$ cat config.mk
export PLATFORM = sky130hd
export DESIGN_NAME = array_port_arbiter
export DESIGN_NICKNAME = d
export VERILOG_FILES = /design/src/rtl/array_port_arbiter.sv
export SDC_FILE = /design/constraint.sdc
export NUM_CORES = 1
export LEC_CHECK = 0
export BUFFER_PORTS_ARGS = -buffer_cell sky130_fd_sc_hd__buf_2
export CORE_MARGIN = 5
export CORE_UTILIZATION = 40
export DETAILED_ROUTE_END_ITERATION = 12
export SLEW_MARGIN = 0
export SYNTH_ARGS = -nofsm -noshare
export SYNTH_HDL_FRONTEND = slang
export SYNTH_SLANG_ARGS = --single-unit
$ cat constraint.sdc
create_clock -name clk -period 7.9 [get_ports clk]
set_input_delay 1.58 -clock clk [delete_from_list [all_inputs] [get_ports clk]]
set_output_delay 1.58 -clock clk [all_outputs]
set_load 0.01 [all_outputs]
$ cat src/rtl/array_port_arbiter.sv
// array_port_arbiter: round-robin arbiter sharing one register file between
// NREQ requesters. One access (write or read) per cycle; read data returns one
// cycle after the grant, tagged with the requester index.
// Optional feature: define ARRAY_ARB_LOCK_EN to add lock_i and owner locking.

// One register-file entry; instanced DEPTH times by the top.
module array_port_arbiter_entry #(
    parameter int WIDTH = 8
) (
    input  logic             clk,
    input  logic             rst,
    input  logic             we,
    input  logic [WIDTH-1:0] d,
    output logic [WIDTH-1:0] q
);

    // Entry storage, cleared on reset, loaded on its decoded write strobe
    always_ff @(posedge clk) begin
        if (rst)     q <= '0;
        else if (we) q <= d;
    end

endmodule

module array_port_arbiter #(
    parameter  int NREQ  = 4,
    parameter  int DEPTH = 4,
    parameter  int WIDTH = 8,
    localparam int AW    = $clog2(DEPTH),
    localparam int PW    = $clog2(NREQ)
) (
    input  logic             clk,
    input  logic             rst,
    input  logic [NREQ-1:0]  req_i,
    input  logic [NREQ-1:0]  we_i,
    input  logic [AW-1:0]    addr_i  [NREQ-1:0],
    input  logic [WIDTH-1:0] wdata_i [NREQ-1:0],
`ifdef ARRAY_ARB_LOCK_EN
    input  logic [NREQ-1:0]  lock_i,
`endif
    output logic [NREQ-1:0]  gnt_o,
    output logic             rvalid_o,
    output logic [PW-1:0]    rid_o,
    output logic [WIDTH-1:0] rdata_o
);

    function automatic logic [PW-1:0] wrap_inc(input logic [PW-1:0] k);
        return (int'(k) == NREQ - 1) ? '0 : k + 1'b1;
    endfunction

    logic [PW-1:0]    ptr;
    logic             gnt_any;
    logic [PW-1:0]    gnt_idx;
    logic             fire;
    logic             we_sel;
    logic [AW-1:0]    addr_sel;
    logic [WIDTH-1:0] wdata_sel;
    logic [WIDTH-1:0] rd_val;
    logic [WIDTH-1:0] mem_q [DEPTH];
    logic [DEPTH-1:0] mem_we;

`ifdef ARRAY_ARB_LOCK_EN
    logic             own_vld;
    logic [PW-1:0]    own;
    logic             lock_hold;

    // Lock persists only while the owner keeps both req and lock asserted
    assign lock_hold = own_vld && req_i[own] && lock_i[own];
`endif

    // Winner select: locked owner, else first request scanning up from ptr
    always_comb begin
        gnt_any = 1'b0;
        gnt_idx = '0;
`ifdef ARRAY_ARB_LOCK_EN
        if (lock_hold) begin
            gnt_any = 1'b1;
            gnt_idx = own;
        end else
`endif
        for (int i = 0; i < NREQ; i++) begin
            if (!gnt_any && req_i[(int'(ptr) + i) % NREQ]) begin
                gnt_any = 1'b1;
                gnt_idx = PW'((int'(ptr) + i) % NREQ);
            end
        end
    end

    // Reset masks the grant so no access can slip through during reset
    assign fire      = gnt_any && !rst;
    assign we_sel    = we_i[gnt_idx];
    assign addr_sel  = addr_i[gnt_idx];
    assign wdata_sel = wdata_i[gnt_idx];

    // One-hot grant vector decoded from the winner index
    always_comb begin
        gnt_o = '0;
        for (int k = 0; k < NREQ; k++)
            gnt_o[k] = fire && (gnt_idx == PW'(k));
    end

    // Register file: only in-range addresses decode to an entry, so
    // out-of-range writes fall on the floor
    for (genvar d = 0; d < DEPTH; d++) begin : g_mem
        assign mem_we[d] = fire && we_sel && (addr_sel == AW'(d));
        array_port_arbiter_entry #(.WIDTH(WIDTH)) u_entry (
            .clk (clk),
            .rst (rst),
            .we  (mem_we[d]),
            .d   (wdata_sel),
            .q   (mem_q[d])
        );
    end

    // Read mux; out-of-range addresses match no entry and read as zero
    always_comb begin
        rd_val = '0;
        for (int d = 0; d < DEPTH; d++)
            if (addr_sel == AW'(d)) rd_val = mem_q[d];
    end

    // Priority pointer: past the winner, frozen under lock, owner+1 on release
    always_ff @(posedge clk) begin
        if (rst)
            ptr <= '0;
`ifdef ARRAY_ARB_LOCK_EN
        else if (lock_hold)
            ptr <= ptr;
`endif
        else if (fire)
            ptr <= wrap_inc(gnt_idx);
`ifdef ARRAY_ARB_LOCK_EN
        else if (own_vld)
            ptr <= wrap_inc(own);
`endif
    end

`ifdef ARRAY_ARB_LOCK_EN
    // Owner tracking: a locked grant claims ownership until req or lock drops
    always_ff @(posedge clk) begin
        if (rst) begin
            own_vld <= 1'b0;
            own     <= '0;
        end else if (!lock_hold) begin
            if (fire && lock_i[gnt_idx]) begin
                own_vld <= 1'b1;
                own     <= gnt_idx;
            end else begin
                own_vld <= 1'b0;
            end
        end
    end
`endif

    // Read response: one-cycle pulse with tag and pre-write data
    always_ff @(posedge clk) begin
        if (rst) begin
            rvalid_o <= 1'b0;
            rid_o    <= '0;
            rdata_o  <= '0;
        end else begin
            rvalid_o <= fire && !we_sel;
            if (fire && !we_sel) begin
                rid_o   <= gnt_idx;
                rdata_o <= rd_val;
            end
        end
    end

endmodule

* After elaboration in Yosys (flattened, before gate mapping) *
Cells that the tools add are included.

storage, ports and cells
  flip-flop bits (word level) = 45
  input bits = 50
  output and inout bits = 15
  logic and storage cells = 81

operators by class
  $add $sub $neg = 4
  magnitude comparators = 5
  eq/ne operators = 7
  muxes and demuxes = 30
  bitwise logic cells = 3
  reduce and logical (&&, ||, !) cells = 24

operator list
  operator                                                               number
  8-bit two-way mux                                                      5
  8-bit binary-select mux with 2-bit select                              1
  1-bit logical AND                                                      14
  3-bit by 4-bit < comparator with 1-bit output, second input constant   3
  1-bit two-way mux                                                      12
  2-bit two-way mux                                                      6
  1-bit binary-select mux with 2-bit select                              5
  2-bit equality test, second input constant                             4
  2-bit by 1-bit equality test with 1-bit output, second input constant  3
  2-bit by 3-bit < comparator with 1-bit output, second input constant   2
  2-bit OR reduction                                                     3
  1-bit logical NOT                                                      5
  2-bit by 1-bit adder with 2-bit output, second input constant          2
  2-bit adder, second input constant                                     2
  2-bit binary-select mux with 2-bit select                              1
  2-bit logical NOT                                                      2
  1-bit AND, first input constant                                        3

* Depth between registers and ports, before layout *
  depth in word-level cells = 21
  mapped depth = 10

* Modules after synthesis *
A second synthesis with hierarchy kept.

second synthesis, totals
  cells, all modules = 262
  area, all modules = 2478.6 um^2

by module, submodules not included
  module                    instances  cells each  area each (um^2)  seq. area each (um^2)
  array_port_arbiter        1          158         1337.5            260.2
  array_port_arbiter_entry  4          26          285.3             160.2

* Worst setup path before layout *
Ideal clock, no wire load.

  path kind = input to output
  start point = in req_i[2]
  end point = out gnt_o[0]
  arrival time = 3.007 ns
  required time = 6.320 ns
  path slack = 3.313 ns
  stages on the path = 8
  path through = nor2b_4 -> nor2b_1 -> or3_1 -> buf_6 -> buf_6 -> clkbuf_1 -> ha_1 -> and2_1

on the way
  longest elaborated chain between the ends = 14
  elaborated cells between the ends (all ways) = 28

RTL lines
  what                                                    line    text
  start, declared                                         34      input logic [NREQ-1:0] req_i,
  1-bit binary-select mux with 2-bit select               82      if (!gnt_any && req_i[(int'(ptr) + i) % NREQ]) begin
  1-bit two-way mux (implied by the code)                 82
  1-bit two-way mux                                       82
  1-bit logical NOT                                       82
  1-bit logical AND                                       82
  1-bit two-way mux                                       82
  1-bit logical NOT                                       82
  1-bit logical AND                                       82
  1-bit two-way mux                                       82
  1-bit logical NOT                                       82
  1-bit logical AND                                       82
  2-bit two-way mux or 1-bit two-way mux (tied branches)  82
  2-bit logical NOT or 1-bit logical AND (tied branches)  99, 90
  1-bit logical AND *                                     99      gnt_o[k] = fire && (gnt_idx == PW'(k));
  end, declared                                           41      output logic [NREQ-1:0] gnt_o,

Mark *: on every way between the ends. The rest lies on a longest branch, timed or not. The select of a mux whose other input is x is not followed.

* Worst setup path after layout *
  start point = in req_i[0]
  end point = out gnt_o[0]

The elaborated chain is that of the path after synthesis.

==> metrics.txt <==
status complete, no violations; EDFF count, synth 0; CP Class in2out; Post-Route WL 6.86 mm; multiplexer share of the synthesized area between 20% and 30%; Core ar. 6420 um2; most frequent cells in the layout buf_2, mux2i_1, dfxtp_1; RSZ-0062 raised after global routing no; skew final 0.00786 ns; main combinational cell family by area after synthesis simple AND/OR/NAND/NOR gates; slowest stage cell, crit path nor2_4; max frequency roughly 190 MHz; Yosys cell types 42; commonest non-fill, non-tap cell in the layout buf_2; mean post-synth cell area 9.71 um2; wire length per cell 16.8 um; first-pass GRT wire length around 11 mm; cts hold-fix bufs 0; setup bufs post-CTS 0; Sink Count 45; Starting Density between 40% and 50%; Post-Synth Simple-Gate Area 23.1%; maximum clock insertion buffer count 2; clock latency on the worst-skew pair about 0.30 ns; Die H 91.6 um; top cells by area, synth dfxtp_1, mux2i_1, nand2b_1; sequential share of the synthesized area ~34%; placed cells 400; Leakage approximately 1.4 nW; slowest stage delay, CP 0.48 ns; Worst slew margin 33.6%; CTS tree built; Tcrit/Tclk final 65.0%; Root Buffer clkbuf_8; Worst R2R End g_mem[2].u_entry.q[1]; PostCTS Resize Cnt 0; Post-Synth XOR/XNOR Area 0%; Hold Path Class reg2reg; maximum VDD drop 125 uV; Yosys top cell area share between 30% and 40%; crit path cell chain buf_2 > nor2b_1 > o21ba_2 > nor2_4 > clkinv_1 > ha_1 > and2_1 > buf_2; Max Slew Vio Count 0; GRT Total Usage 16.9%; total of max-cap violations 0; share of cells above drive strength 1 27.2%; hold path start rid_o[1]; Min Clock Period, post-route 5.14 ns; r2r worst-path depth 7; Syn Std Cell Area 2660 um2; vias in the first global route 2176; DRT Pass-1 Iters 4; final setup vio count 0; critical path's most frequent cell buf_2; std cell rows 29; DP HPWL roughly 5.0 mm; I/O pin total 65; largest net degree at the start of global routing 55; worst-path fanout max 18; crit path DAT 3.56 ns; Die W 91.6 um; die area 8380 um2; hold path depth 2; gr ovfl total 0; GPL Wtd Cong 0.734; Vias 2196; Worst-path clk slew 0.08 ns; startpoint types input pin; dominant cell type by area after synthesis dfxtp_1; n_diodes 0; CP required around 6.3 ns; worst slew pin tran 0.995 ns; Ys Warns 0; Adder-Cell Fraction of Synth Area 1.88%; Yosys reg bits 45; initial antenna violation count 0; Main synth FF type dfxtp_1; Post-Route Setup TNS 0 ns; Setup crit end kind primary output; DRC errors left 0; Mapped Cells 274; number of buffers created by CTS 5; Hold Crit Endpoint rid_o[1]; Post-Syn Nets approximately 330; asr flop ratio synth 0%; number of DRC markers in iteration 0 144; Area Growth Syn to Fin 15.8%; Layout Cells excl Fill 408; worst reg2reg setup slack 4.13 ns; Vias/cell 5.38; ANT nets after route 0; RR Startpoint ptr[1]; Synth Area in Compound Gates 16.3%; PortBufs 64; H-tree levels 2; Final nets approximately 380; PwrDens around 210 nW/um2; final hold vios 0
layout make-up:
| class | count | area (um2) |
|---|---|---|
| Clock inverter | 3 | 21.3 |
| Sequential cell | 45 | 901 |
| Timing Repair Buffer | 64 | 320 |
| Fill cell | 622 | 3340 |
| Inverter | 4 | 17.5 |
| Multi-Input combinational cell | 210 | 1660 |
| Tap cell | 77 | 96.3 |
| Clock buffer | 5 | 68.8 |
synth_stat cells, types with 2 or more instances:
master / count
o211a_1: 5
nand2_1: 7
dfxtp_1: 45
and2_1: 4
mux2_2: 5
a2111oi_4: 2
nand3_1: 9
a21boi_0: 3
nor2b_1: 2
nand2b_1: 35
clkbuf_1: 10
and3_1: 12
buf_4: 2
a21oi_1: 6
nor2_1: 11
a211o_1: 8
buf_6: 3
nand4_1: 5
ha_1: 4
nor4_4: 2
nor3_1: 5
mux2i_1: 47
mux2_4: 2
a221oi_1: 2
clkinv_1: 2
a2111oi_0: 4
or4_1: 3
o21ai_0: 7
a211oi_1: 9
how the worst max path moves through the flow:
stage,startpoint,end,slack (ns),depth (start not counted)
after floorplan,req_i[2],gnt_o[0],3.31,8
after global placement,req_i[0],gnt_o[0],2.78,8
after detailed placement,req_i[0],gnt_o[0],2.76,8
after CTS,req_i[0],gnt_o[0],2.76,8
after global routing,req_i[0],gnt_o[0],2.57,8
final,req_i[0],gnt_o[0],2.76,8
flip-flops by register name (all words and copies together), names as in the netlist:
name,count
g_mem.u_entry.q,32
rdata_o,8
ptr,2
rid_o,2
rvalid_o,1
worst max-delay path, delay by kind of cell:
family	cells	cell delay, ns
AO/OA/AOI/OAI	1	0.22
adder cells (fa/ha/maj)	1	0.30
buffers and inverters	3	0.70
AND/OR/NAND/NOR	3	0.75
logic make-up after synthesis:
| logic type | Yosys count |
|---|---|
| simple gates | 101 |
| mux | 54 |
| compound gates | 51 |
| flops | 45 |
| buf+inv | 19 |
| fa+ha+maj | 4 |
metal layers:
layer | track usage [%] | share of wire (%) | vias up
met2 | 27.7 | 47 | 51
met5 | 0 | 0 | -
met3 | 3.39 | 4.1 | 6
met1 | 22.7 | 48 | 1016
met4 | 3.77 | 0.79 | 0
li1 | - | - | 1123
power by group:
group	leakage, nW	switching, W	internal (W)	total (W)
combinational	0.977	0.000137	0.0000919	0.000228
clock	0.0445	0.0000838	0.0000629	0.000147
sequential	0.366	0.0000132	0.000251	0.000265
through the flow:
stage | area [um2] | util (%) | hold slack, ns | total power, W | worst slack, ns
final | 3080 | 48.0 | 0.456 | 0.000640 | 2.76
after global routing | 3080 | 48.0 | 0.495 | 0.000684 | 2.57
after CTS | 3080 | 48.0 | 0.459 | 0.000647 | 2.76
after detailed placement | 2990 | 46.6 | 0.445 | 0.000499 | 2.76
after global placement | 2990 | 46.6 | 0.439 | 0.000497 | 2.78
after floorplan | 2660 | - | 0.445 | 0.000437 | 3.31
Note: power is estimated with default switching activity, not from simulation.
